[src/rtl/timer_pkg.sv]
// Register map and field positions shared by the multi-channel APB timer.
package timer_pkg;

  localparam logic [1:0] OFF_TDR  = 2'd0;
  localparam logic [1:0] OFF_TCR  = 2'd1;
  localparam logic [1:0] OFF_TSR  = 2'd2;
  localparam logic [1:0] OFF_TCNT = 2'd3;

  localparam int CH_STRIDE = 4;
  localparam int CKS_W     = 3;
  // Largest divider is 2^(2^CKS_W), so the prescaler needs 2^CKS_W bits.
  localparam int PSC_W     = 1 << CKS_W;

  localparam int TCR_CKS  = 0;
  localparam int TCR_OS   = 3;
  localparam int TCR_EN   = 4;
  localparam int TCR_DOWN = 5;
  localparam int TCR_LOAD = 6;
  localparam int TCR_IE   = 7;

  localparam int TSR_OVF = 0;
  localparam int TSR_UDF = 1;

endpackage

[src/rtl/timer_channel.sv]
// One timer channel: prescaler, up/down auto-reload counter, TDR/TCR/TSR and irq.
// One-shot mode (TCR.OS) exists only when TMR_ONESHOT_EN is defined.
module timer_channel
  import timer_pkg::*;
#(
  parameter int CNT_W  = 8,
  parameter int DATA_W = 8
) (
  input  logic              clk,
  input  logic              rst_n,
  input  logic              wr_tdr,
  input  logic              wr_tcr,
  input  logic              wr_tsr,
  input  logic [DATA_W-1:0] wdata,
  output logic [CNT_W-1:0]  tdr,
  output logic [7:0]        tcr,
  output logic [1:0]        tsr,
  output logic [CNT_W-1:0]  cnt,
  output logic              irq
);

  localparam logic [CNT_W-1:0] CNT_MAX = '1;

  logic [CNT_W-1:0] tdr_q, tdr_d;
  logic [CNT_W-1:0] cnt_q, cnt_d;
  logic [PSC_W-1:0] psc_q, psc_d;
  logic [CKS_W-1:0] cks_q, cks_d;
  logic             os_q, os_d;
  logic             en_q, en_d;
  logic             down_q, down_d;
  logic             ie_q, ie_d;
  logic             ovf_q, ovf_d;
  logic             udf_q, udf_d;
  logic             irq_q, irq_d;

  logic [PSC_W-1:0] psc_mask;
  logic             tick;
  logic             load;
  logic             cks_chg;
  logic             ovf_set;
  logic             udf_set;

  always_comb begin
    // Low CKS+1 bits set: a tick fires once every 2^(CKS+1) enabled cycles.
    psc_mask = ~({{(PSC_W-1){1'b1}}, 1'b0} << cks_q);
    tick     = en_q & ((psc_q & psc_mask) == psc_mask);
    load     = wr_tcr & wdata[TCR_LOAD];
    cks_chg  = wr_tcr & (wdata[TCR_CKS +: CKS_W] != cks_q);

    ovf_set = 1'b0;
    udf_set = 1'b0;
    cnt_d   = cnt_q;
    // LOAD beats a tick; reloads always use the TDR value from before this edge.
    if (load) begin
      cnt_d = tdr_q;
    end else if (tick) begin
      if (!down_q) begin
        if (cnt_q == CNT_MAX) begin
          cnt_d   = tdr_q;
          ovf_set = 1'b1;
        end else begin
          cnt_d = cnt_q + 1'b1;
        end
      end else begin
        if (cnt_q == '0) begin
          cnt_d   = tdr_q;
          udf_set = 1'b1;
        end else begin
          cnt_d = cnt_q - 1'b1;
        end
      end
    end

    ovf_d = (ovf_q & ~(wr_tsr & wdata[TSR_OVF])) | ovf_set;
    udf_d = (udf_q & ~(wr_tsr & wdata[TSR_UDF])) | udf_set;
    tdr_d = wr_tdr ? wdata[CNT_W-1:0] : tdr_q;

    cks_d  = cks_q;
    en_d   = en_q;
    down_d = down_q;
    ie_d   = ie_q;
`ifdef TMR_ONESHOT_EN
    os_d = os_q;
    if (os_q & (ovf_set | udf_set)) begin
      en_d = 1'b0;
    end
    if (wr_tcr) begin
      os_d = wdata[TCR_OS];
    end
`else
    os_d = 1'b0;
`endif
    if (wr_tcr) begin
      cks_d  = wdata[TCR_CKS +: CKS_W];
      en_d   = wdata[TCR_EN];
      down_d = wdata[TCR_DOWN];
      ie_d   = wdata[TCR_IE];
    end

    if (load | cks_chg | (en_d & ~en_q)) begin
      psc_d = '0;
    end else if (en_q) begin
      psc_d = psc_q + 1'b1;
    end else begin
      psc_d = psc_q;
    end

    irq_d = ie_q & (ovf_q | udf_q);
  end

  always_ff @(posedge clk or negedge rst_n) begin
    if (!rst_n) begin
      tdr_q  <= '0;
      cnt_q  <= '0;
      psc_q  <= '0;
      cks_q  <= '0;
      os_q   <= 1'b0;
      en_q   <= 1'b0;
      down_q <= 1'b0;
      ie_q   <= 1'b0;
      ovf_q  <= 1'b0;
      udf_q  <= 1'b0;
      irq_q  <= 1'b0;
    end else begin
      tdr_q  <= tdr_d;
      cnt_q  <= cnt_d;
      psc_q  <= psc_d;
      cks_q  <= cks_d;
      os_q   <= os_d;
      en_q   <= en_d;
      down_q <= down_d;
      ie_q   <= ie_d;
      ovf_q  <= ovf_d;
      udf_q  <= udf_d;
      irq_q  <= irq_d;
    end
  end

  // LOAD is a strobe and always reads back as 0.
  assign tdr = tdr_q;
  assign tcr = {ie_q, 1'b0, down_q, en_q, os_q, cks_q};
  assign tsr = {udf_q, ovf_q};
  assign cnt = cnt_q;
  assign irq = irq_q;

endmodule

[src/rtl/apb_timer_mch.sv]
// Multi-channel APB timer: address decode, read mux and error response around NUM_CH channels.
// Define TMR_ONESHOT_EN to enable the per-channel one-shot bit (TCR.OS).
module apb_timer_mch
  import timer_pkg::*;
#(
  parameter int NUM_CH = 4,
  parameter int CNT_W  = 8,
  parameter int DATA_W = 8,
  parameter int ADDR_W = 8
) (
  input  logic              pclk,
  input  logic              presetn,
  input  logic              psel,
  input  logic              penable,
  input  logic              pwrite,
  input  logic [ADDR_W-1:0] paddr,
  input  logic [DATA_W-1:0] pwdata,
  output logic [DATA_W-1:0] prdata,
  output logic              pready,
  output logic              pslverr,
  output logic [NUM_CH-1:0] irq
);

  localparam int OFF_W = $clog2(CH_STRIDE);
  localparam int IDX_W = ADDR_W - OFF_W;

  logic [IDX_W-1:0] ch_idx;
  logic [OFF_W-1:0] off;
  logic             ch_ok;
  logic             access;
  logic             wr_ok;
  logic [DATA_W-1:0] rd_mux;

  logic [CNT_W-1:0] ch_tdr [NUM_CH];
  logic [7:0]       ch_tcr [NUM_CH];
  logic [1:0]       ch_tsr [NUM_CH];
  logic [CNT_W-1:0] ch_cnt [NUM_CH];

  assign ch_idx = paddr[ADDR_W-1:OFF_W];
  assign off    = paddr[OFF_W-1:0];
  assign ch_ok  = ch_idx < IDX_W'(NUM_CH);
  assign access = psel & penable;
  // Erroring writes (missing channel or read-only TCNT) never reach a channel.
  assign wr_ok  = access & pwrite & ch_ok & (off != OFF_TCNT);

  assign pready  = 1'b1;
  assign pslverr = access & (~ch_ok | (pwrite & (off == OFF_TCNT)));

  for (genvar g = 0; g < NUM_CH; g++) begin : g_ch
    logic ch_wr;
    assign ch_wr = wr_ok & (ch_idx == IDX_W'(g));

    timer_channel #(
      .CNT_W  (CNT_W),
      .DATA_W (DATA_W)
    ) u_channel (
      .clk    (pclk),
      .rst_n  (presetn),
      .wr_tdr (ch_wr & (off == OFF_TDR)),
      .wr_tcr (ch_wr & (off == OFF_TCR)),
      .wr_tsr (ch_wr & (off == OFF_TSR)),
      .wdata  (pwdata),
      .tdr    (ch_tdr[g]),
      .tcr    (ch_tcr[g]),
      .tsr    (ch_tsr[g]),
      .cnt    (ch_cnt[g]),
      .irq    (irq[g])
    );
  end

  always_comb begin
    rd_mux = '0;
    for (int i = 0; i < NUM_CH; i++) begin
      if (ch_idx == IDX_W'(i)) begin
        case (off)
          OFF_TDR: rd_mux = DATA_W'(ch_tdr[i]);
          OFF_TCR: rd_mux = DATA_W'(ch_tcr[i]);
          OFF_TSR: rd_mux = DATA_W'(ch_tsr[i]);
          default: rd_mux = DATA_W'(ch_cnt[i]);
        endcase
      end
    end
    prdata = (access & ~pwrite & ch_ok) ? rd_mux : '0;
  end

endmodule

[config.mk]
export PLATFORM = sky130hd
export DESIGN_NAME = apb_timer_mch
export DESIGN_NICKNAME = d
export VERILOG_FILES = /design/src/rtl/timer_pkg.sv /design/src/rtl/timer_channel.sv /design/src/rtl/apb_timer_mch.sv
export SDC_FILE = /design/constraint.sdc
export NUM_CORES = 1
export LEC_CHECK = 0
export ABC_AREA = 0
export CORE_AREA = 2 2 156 112
export DETAILED_ROUTE_END_ITERATION = 8
export DIE_AREA = 0 0 158 114
export PLACE_DENSITY_LB_ADDON = 0.15
export SLEW_MARGIN = 20
export SYNTH_ARGS = -nofsm -noshare
export SYNTH_HDL_FRONTEND = slang
export SYNTH_SLANG_ARGS = --single-unit
[constraint.sdc]
create_clock -name pclk -period 7.6 [get_ports pclk]
set_input_delay 1.52 -clock pclk [delete_from_list [all_inputs] [get_ports pclk]]
set_output_delay 1.52 -clock pclk [all_outputs]
set_load 0.02 [all_outputs]
; ---- Word-level counts from Yosys, hierarchy flattened
; Cells that the tools add are included.
[word_totals]
inputBits = 21
word_cells = 266
out_inout_bits = 14
regBits = 132
[classes]
shift = 4
n_addsub = 12
bitwise_logic = 103
magnitude_cmp = 1
n_mux = 73
n_reduce_logical = 14
eq_ne = 19
[ops]
columns = cell, count
row1 = $mux W8, 33
row2 = $pmux W8 S3, 4
row3 = $add A8 B1 Y8 const B, 8
row4 = $and A1 B1 Y1, 60
row5 = $mux W1, 36
row6 = $and A8 B8 Y8, 4
row7 = $eq A8 B8 Y1, 4
row8 = $eq A8 B8 Y1 const B, 4
row9 = $logic_not A8 Y1, 4
row10 = $not A8 Y8, 4
row11 = $shl A8 B3 Y8 const A, 4
row12 = $sub A8 B1 Y8 const B, 4
row13 = $or A1 B1 Y1, 21
row14 = $reduce_bool A2 Y1, 8
row15 = $not A1 Y1, 14
row16 = $eq A6 B2 Y1 const B, 2
row17 = $ne A3 B3 Y1, 4
row18 = $eq A6 B1 Y1 const B, 1
row19 = $logic_not A6 Y1, 1
row20 = $lt A6 B3 Y1 const B, 1
row21 = $eq A2 B2 Y1 const B, 2
row22 = $eq A2 B1 Y1 const B, 1
row23 = $logic_not A2 Y1, 1
row24 = $ne A2 B2 Y1 const B, 1

; ---- Logic depth before layout (Yosys ltp)
; Gate-level depths: netlist of run 1.
[logic_depth]
word_depth = 10
ltp_mapped = 9

; ---- Cells and area by module
; Synthesis of run 1 repeated with hierarchy kept, for this count alone.
[unflattened]
cells_unflattened = 1001
hier_area_um2 = 9257.6
[modules_own_cells]
columns = module, instances, area_per_inst_um2, cells_each
row1 = timer_channel (g_ch[0].u_channel ...), 2, 2029.4, 215
row2 = timer_channel (g_ch[2].u_channel), 1, 2024.4, 210
row3 = timer_channel (g_ch[3].u_channel), 1, 2006.9, 208
row4 = apb_timer_mch, 1, 1167.4, 153

; ---- Worst setup path before layout of run 1
; No wires, ideal clock.
[synth_path]
kind = in2out
from = input paddr[7]
to = output prdata[4]
arrival_time_ps = 3649
stages = 4
path_slack_ps = 2431
path_cell_list = or4_1 > or3_1 > clkbuf_1 > a2111oi_0
[synth_via]
elab_chain_cells = 6
elab_cells_between_ends = 11
classes_between = order compare (1) / eq/ne (3) / mux (5) / bitwise (1) / reduce/logical (1)
[synth_rtl]
columns = item, line_no
row1 = start: declaration, apb_timer_mch.sv:16  ; input logic [ADDR_W-1:0] paddr,
row2 = $logic_not A6 Y1, apb_timer_mch.sv:74  ; if (ch_idx == IDX_W'(i)) begin
row3 = $mux W8 (4 in a row), apb_timer_mch.sv:74
row4 = $mux W8 (*), apb_timer_mch.sv:83  ; prdata = (access & ~pwrite & ch_ok) ? rd_mux : '0;
row5 = end: declaration, apb_timer_mch.sv:18  ; output logic [DATA_W-1:0] prdata,
; Mark *: on every way between the ends. The rest lies on a longest branch, timed or not.

; ---- Worst setup path after layout of run 1
[layout_path]
from = input paddr[1]
to = output prdata[7]
[layout_via]
elab_chain_cells = 7
elab_cells_between_ends = 12
classes_between = eq/ne (2) / mux (9) / reduce/logical (1)
[layout_rtl]
columns = item, line_no
row1 = "$eq A2 B2 Y1, or another cell as far along", apb_timer_mch.sv:75  ; case (off)
row2 = $pmux W8 S3, apb_timer_mch.sv:75
row3 = $mux W8 (3 in a row), apb_timer_mch.sv:74
row4 = $mux W8 (*), apb_timer_mch.sv:74
row5 = $mux W8 (*), apb_timer_mch.sv:83
; Marks and branches as above.

==> results.md, run 1 <==
* Inserted Diodes at 0
* Gpl congestion at about 0.9
* Class of the worst hold path: flip-flop to flip-flop
* Die span in y at approximately 110 um
* CTS tree: done
* DP HPWL at between 15 and 20 mm
* I/O Buffers at 33
* RSZ-0062 raised after global routing: no
* Number of synthesized flops with an enable pin at 0
* Share of post-route cells with drive strength above 1 at 0.1262
* Seq cells post-synth at ~130
* Leading cell type by number of instances after synthesis: dfrtp_1
* # Max-Cap Violations at 0
* Ys flop type: dfrtp_1
* Root Buffer: clkbuf_16
* Total wire length at ~24 mm
* Vias in the first global route at approximately 6.9k
* Outcome: finished clean
* Layout Area Growth over Synthesis at 12.05%
* FF-to-FF End: g_ch[1].u_channel.cnt[5]
* Final period demand of the worst path at 6345 ps
* Setup repair bufs after CTS at 0
* Total Routing Usage GR at 0.2837
* Initial antenna violation count at 0
* First-pass GRT wire length at just under 40 mm
* Syn Inst Count at between 900 and 1k
* Pins Over Slew Limit at 0
* DIE AREA at between 15,000 and 20,000 um^2
* Fmax achieved at around 0.16 GHz
* Nets at between 900 and 1k
* Syn_nets at ~1k
* Hold path start: g_ch[1].u_channel.ovf_q
* Clk_lat worst skew at 440 ps
* End of the critical path: prdata[7]
* Final setup fails at 0
* CTS clk-pin slew, worst paths at 60 ps
* Rows at 40
* Worst path required time at just over 6000 ps
* Slew @ Worst Pin at just over 1000 ps
* # DRC at 0
* Slew HR at 0.3058
* Fill cells at ~1.5k
* Starting density of the core at 0.5268
* Core Area at approximately 17,000 um^2
* Total vias in the final route at 7,534
* CTS Hold Bufs at 0
* Cell variety after synth at 84
* Lkg Pwr at between 4 and 5 nW
* First-pass DRT Iterations at 6
* WP data arrival at roughly 4800 ps
* Critical Path Start: paddr[1]
* Fin area at 9867 um^2
* Post-synth ARST share at 1.000
* Yosys warning count at 0
* Yosys top cell by area: dfrtp_1
* Seq/Total Area, Yosys at 0.3751
* Clk buf depth at 2
* Pin count of the biggest net entering global routing at between 70 and 80
* Max FO, Critical Path at 25
* Gr ovfl total at 0
* H-tree Lvls at 4
* Syn avg cell area at around 9.1 um^2
* Via density at around 6.2
* FF-to-FF Start: g_ch[1].u_channel.cnt[0]
* Largest cells by area after synthesis: dfrtp_1 38%, mux2_2 5.9%, nor2_1 4.5%
* Final Hold Fails at 0
* DR iter-0 viols at about 850
* Setup crit end kind: output port
* Clock skew at between 10 and 15 ps
* Synth top cells by count: 132 x dfrtp_1, 106 x nor2_1, 84 x nand2_1, 53 x o21ai_0, 50 x clkbuf_1
* Worst R2R Path Depth at 8
* Area share of the largest cell type after synthesis at 0.3751
* IO Pins at 35
* Post-DP Area at 9203 um^2
* WL/cell at 20.06 um
* Post-CTS sizing at 0
* FF-to-FF setup slack at roughly 5000 ps
* # clock sinks at approximately 130
* PwrDens at between 200 and 250 nW/um^2
* ANT nets after route at 0
* Maximum vdd drop at between 150 and 200 uV
* Crit Path Class: input pin to output port
* Mapped Area at approximately 9000 um^2
* CTS Buf Count at 17
* CP Launch Type: input pin
* Setup TNS at 0 ps
* Final period util at 0.8348
* Die width at 158 um
==> critical path, cell delays in order <==
cell	delay (ps)
clkdlybuf4s50_1	500
and2_1	710
a21oi_1	170
a21oi_1	190
nor2_1	70
a2111oi_0	890
clkdlybuf4s50_1	760
==> flip-flops by register name, indices dropped and copies added, names as in the netlist <==
signal                 count
g_ch.u_channel.psc_q      32
g_ch.u_channel.udf_q       4
g_ch.u_channel.down_q      4
g_ch.u_channel.cnt        32
g_ch.u_channel.irq         4
g_ch.u_channel.tdr        32
g_ch.u_channel.ie_q        4
g_ch.u_channel.ovf_q       4
g_ch.u_channel.en_q        4
g_ch.u_channel.cks_q      12
==> layout by cell type (no fill, tap or decap), types with 18 or more instances in the layout <==
| cell | count |
|---|---|
| mux2_2 | 46 |
| dfrtp_1 | 132 |
| nor3_1 | 18 |
| mux2i_1 | 26 |
| nor2_1 | 106 |
| o21ai_0 | 53 |
| nand3_1 | 27 |
| inv_1 | 28 |
| a211oi_1 | 18 |
| xor2_1 | 27 |
| clkdlybuf4s50_1 | 31 |
| nand2_1 | 84 |
| a21oi_1 | 45 |
==> area by class of cell <==
type	instances	area (um^2)	area share
multi-input cells	741	5111	0.5180
inverters	28	105.1	0.01065
clock buffers	18	439.2	0.04451
well taps	231	289.0	0.02929
clock inverters	14	225.2	0.02283
repair buffers	42	394.1	0.03994
flip-flops and latches	132	3303	0.3348
==> power breakdown <==
| group | internal (mW) | leakage [nW] | switching [mW] |
|---|---|---|---|
| Clock | 0.594 | 0.313 | 0.334 |
| Combinational | 0.220 | 2.15 | 0.247 |
| Sequential | 0.799 | 1.63 | 0.179 |
==> stage by stage <==
stage,hold slack [ps],total power [mW],worst slack [ps],std cells,util
finish,526.1,2.374,1255,1206,0.5903
CTS,530.0,2.372,1331,1206,0.5903
floorplan,460.9,1.300,2431,968,-
global placement,515.8,1.439,1370,1174,0.5505
global route,542.9,2.497,1193,1206,0.5903
detailed placement,512.2,1.443,1386,1174,0.5505
==> per-layer routing <==
metal  GRT usage  vias up  wire length (um)
li1            -     3559                 -
met1      0.4373     3640             11560
met2      0.3939      302             10280
met3     0.06839       33              1898
met4     0.08048        0               452
met5           0        -                 0
==> worst min path at each step <==
stage / endpoint / cells after the start
finish: g_ch[1].u_channel.irq / 1
global route: g_ch[1].u_channel.irq / 1
CTS: g_ch[1].u_channel.irq / 1
detailed placement: g_ch[0].u_channel.cnt[6] / 2
global placement: g_ch[3].u_channel.tdr[7] / 1
floorplan: g_ch[0].u_channel.irq / 1
==> cells by family after synthesis <==
kind of cell / count (synthesis) / share of synthesized area
mux: 90 / 0.1246
simple gates: 346 / 0.2023
buf+inv: 95 / 0.04447
other cells: 1 / 0.0004258
compound gates: 244 / 0.1866
xor+xnor: 44 / 0.04376
flops: 132 / 0.3751
fa+ha+maj: 16 / 0.02273
Note: power is estimated with default switching activity, not from simulation.
==> inputs of run 2 (changes only) <==
Clock period 7.6 ns to 6 ns, I/O delays scaled along.
==> run 2 against run 1 <==
Global-route usage increased by 0.28 points. Clock power increased by 27%. Via count about the same. Combinational power increased by 26%. Sequential share of layout area about the same. Critical path depth decreased by 1.
==> results.md, run 2 (synthesized netlist as in run 1, its figures left out) <==
* Final period demand of the worst path at approximately 5400 ps
* WL/cell at approximately 20 um
* Fill cells at 1,483
* Buf+Inv Stages, Crit Path at 3
* Maximum vdd drop at roughly 190 uV
* Fmax achieved at between 0.15 and 0.2 GHz
* Final setup fails at 0
* Setup repair bufs after CTS at 0
* Outcome: finished clean
* Die span in y at between 100 and 150 um
* # Max-Cap Violations at 0
* # clock sinks at 132
* FF+latch area at about 3300 um^2
* Total Routing Usage GR at 0.2865
* DIE AREA at roughly 18,000 um^2
* Inserted Diodes at 0
* CP max-delay cell: or4_1
* First-pass GRT wire length at a little under 40 mm
* Worst Hold End: g_ch[1].u_channel.tdr[4]
* Max FO, Critical Path at 8
* Rows at 40
* Post-CTS sizing at 0
* Combinational fraction of design power at 0.196
* Die width at 158 um
* Delay-heaviest family, CP: buffers and inverters
* H-tree Lvls at 4
* Crit Path Class: input pin to output port
* WP data arrival at ~4300 ps
* Starting density of the core at 0.5268
* Worst R2R Path Depth at 7
* First-pass DRT Iterations at 6
* PwrDens at roughly 300 nW/um^2
* Setup TNS at 0 ps
* I/O Buffers at 33
* FF-to-FF End: g_ch[2].u_channel.cnt[5]
* Total vias in the final route at between 7k and 8k
* Final period util at 0.9080
* Final Hold Fails at 0
* NetSw at between 0.9 and 1 mW
* Area of the multi-input gates at between 5000 and 6000 um^2
* FF-to-FF Start: g_ch[2].u_channel.cnt[0]
* Internal at 2.067 mW
* Setup crit end kind: output port
* Class of the worst hold path: flip-flop to flip-flop
* Worst path required time at approximately 4800 ps
* CP Launch Type: input pin
* Via density at 6.243
* Layout Area Growth over Synthesis at 12.18%
* Nets at approximately 1k
* DP HPWL at 16.99 mm
* DR iter-0 viols at 743
* Root Buffer: clkbuf_16
* CTS clk-pin slew, worst paths at 50 ps
* Slew HR at 0.3237
* IO Pins at 35
* ANT nets after route at 0
* CP max stage delay at approximately 640 ps
* Most used cell, CP: clkdlybuf4s50_1
* Initial antenna violation count at 0
* Share of post-route cells with drive strength above 1 at 0.1260
* Clk_lat worst skew at roughly 430 ps
* Commonest non-fill, non-tap cell in the layout: dfrtp_1
* # DRC at 0
* FF-to-FF setup slack at ~3200 ps
* Gr ovfl total at 0
* Non-filler instance count after layout at between 1k and 1.5k
* Clk buf depth at 2
* Hold Crit Depth at 2
* Total wire length at between 20 and 25 mm
* Net Sw Frac at 0.3123
* Clock share of power at 0.393
* RSZ-0062 raised after global routing: no
* Clock skew at 11.40 ps
* Gpl congestion at 0.9145
* CTS Buf Count at 17
* CTS Hold Bufs at 0
* Lkg Pwr at 4.103 nW
* CTS tree: done
* Inst Count DP at around 1.2k
* Register share of total power at 0.412
* Pin count of the biggest net entering global routing at between 80 and 90
* Vias in the first global route at between 6k and 7k
* Slew @ Worst Pin at between 1000 and 1500 ps
* Hold path start: g_ch[1].u_channel.tdr[4]
* Pins Over Slew Limit at 0
* Critical-path cell list: clkdlybuf4s50_1 > or4_1 > or3_1 > a2111oi_0 > buf_4 > clkdlybuf4s50_1
* Most frequent cells in the layout: 132 x dfrtp_1, 106 x nor2_1, 84 x nand2_1
* Core Area at between 15,000 and 20,000 um^2
-- run 2: cell types whose count changed in the layout (fill, tap and decap cells not counted), sizes merged --
cell,before,now
inv,30,29
buf,11,13
clkinvlp,3,2
bufinv,5,6
-- run 2: layout make-up --
type                    count  area share
inverters                  28     0.01064
multi-input cells         741      0.5174
flip-flops and latches    132      0.3344
repair buffers             44     0.04142
clock inverters            13     0.02343
clock buffers              18     0.04345
well taps                 231     0.02926
-- run 2: metal layers --
layer,global-route usage,part of all wire,vias to the layer above
met1,0.4420,0.48,3626
met2,0.4017,0.42,302
met3,0.05927,0.072,48
met4,0.08829,0.022,0
met5,0,0,-
li1,-,-,3559
-- run 2: worst max path at each step --
stage | start | cells past startpoint | to | slack (ps)
5_1_grt | paddr[6] | 5 | prdata[5] | 540
4_1_cts | paddr[7] | 5 | prdata[5] | 620
6_report | paddr[7] | 6 | prdata[7] | 550
3_5_place_dp | paddr[7] | 5 | prdata[5] | 670
2_1_floorplan | paddr[7] | 4 | prdata[4] | 1470
3_3_place_gp | paddr[7] | 5 | prdata[5] | 670
-- run 2: tightest hold or removal path: stages, from the launching register on --
cell and delay, ps:
dfrtp_1 380, nand2_1 50, o21ai_0 60
-- run 2: through the flow --
step / total power [mW] / cell area, um^2 / setup WS (ps) / utilization / hold slack, ps
6_report: 3.006 / 9878 / 551.8 / 0.5909 / 527.4
5_1_grt: 3.175 / 9878 / 542.3 / 0.5909 / 552.3
2_1_floorplan: 1.647 / 8806 / 1471 / - / 460.9
3_5_place_dp: 1.827 / 9218 / 671.8 / 0.5514 / 515.3
4_1_cts: 3.017 / 9878 / 620.8 / 0.5909 / 529.9
3_3_place_gp: 1.823 / 9218 / 672.6 / 0.5514 / 510.3
-- run 2: power groups by stage --
stage,registers [mW],clock network [mW],logic (mW)
finish,1.24,1.18,0.588
global route,1.26,1.24,0.669
global placement,1.25,0,0.575
detailed placement,1.25,0,0.581
floorplan,1.13,0,0.521
CTS,1.23,1.20,0.585
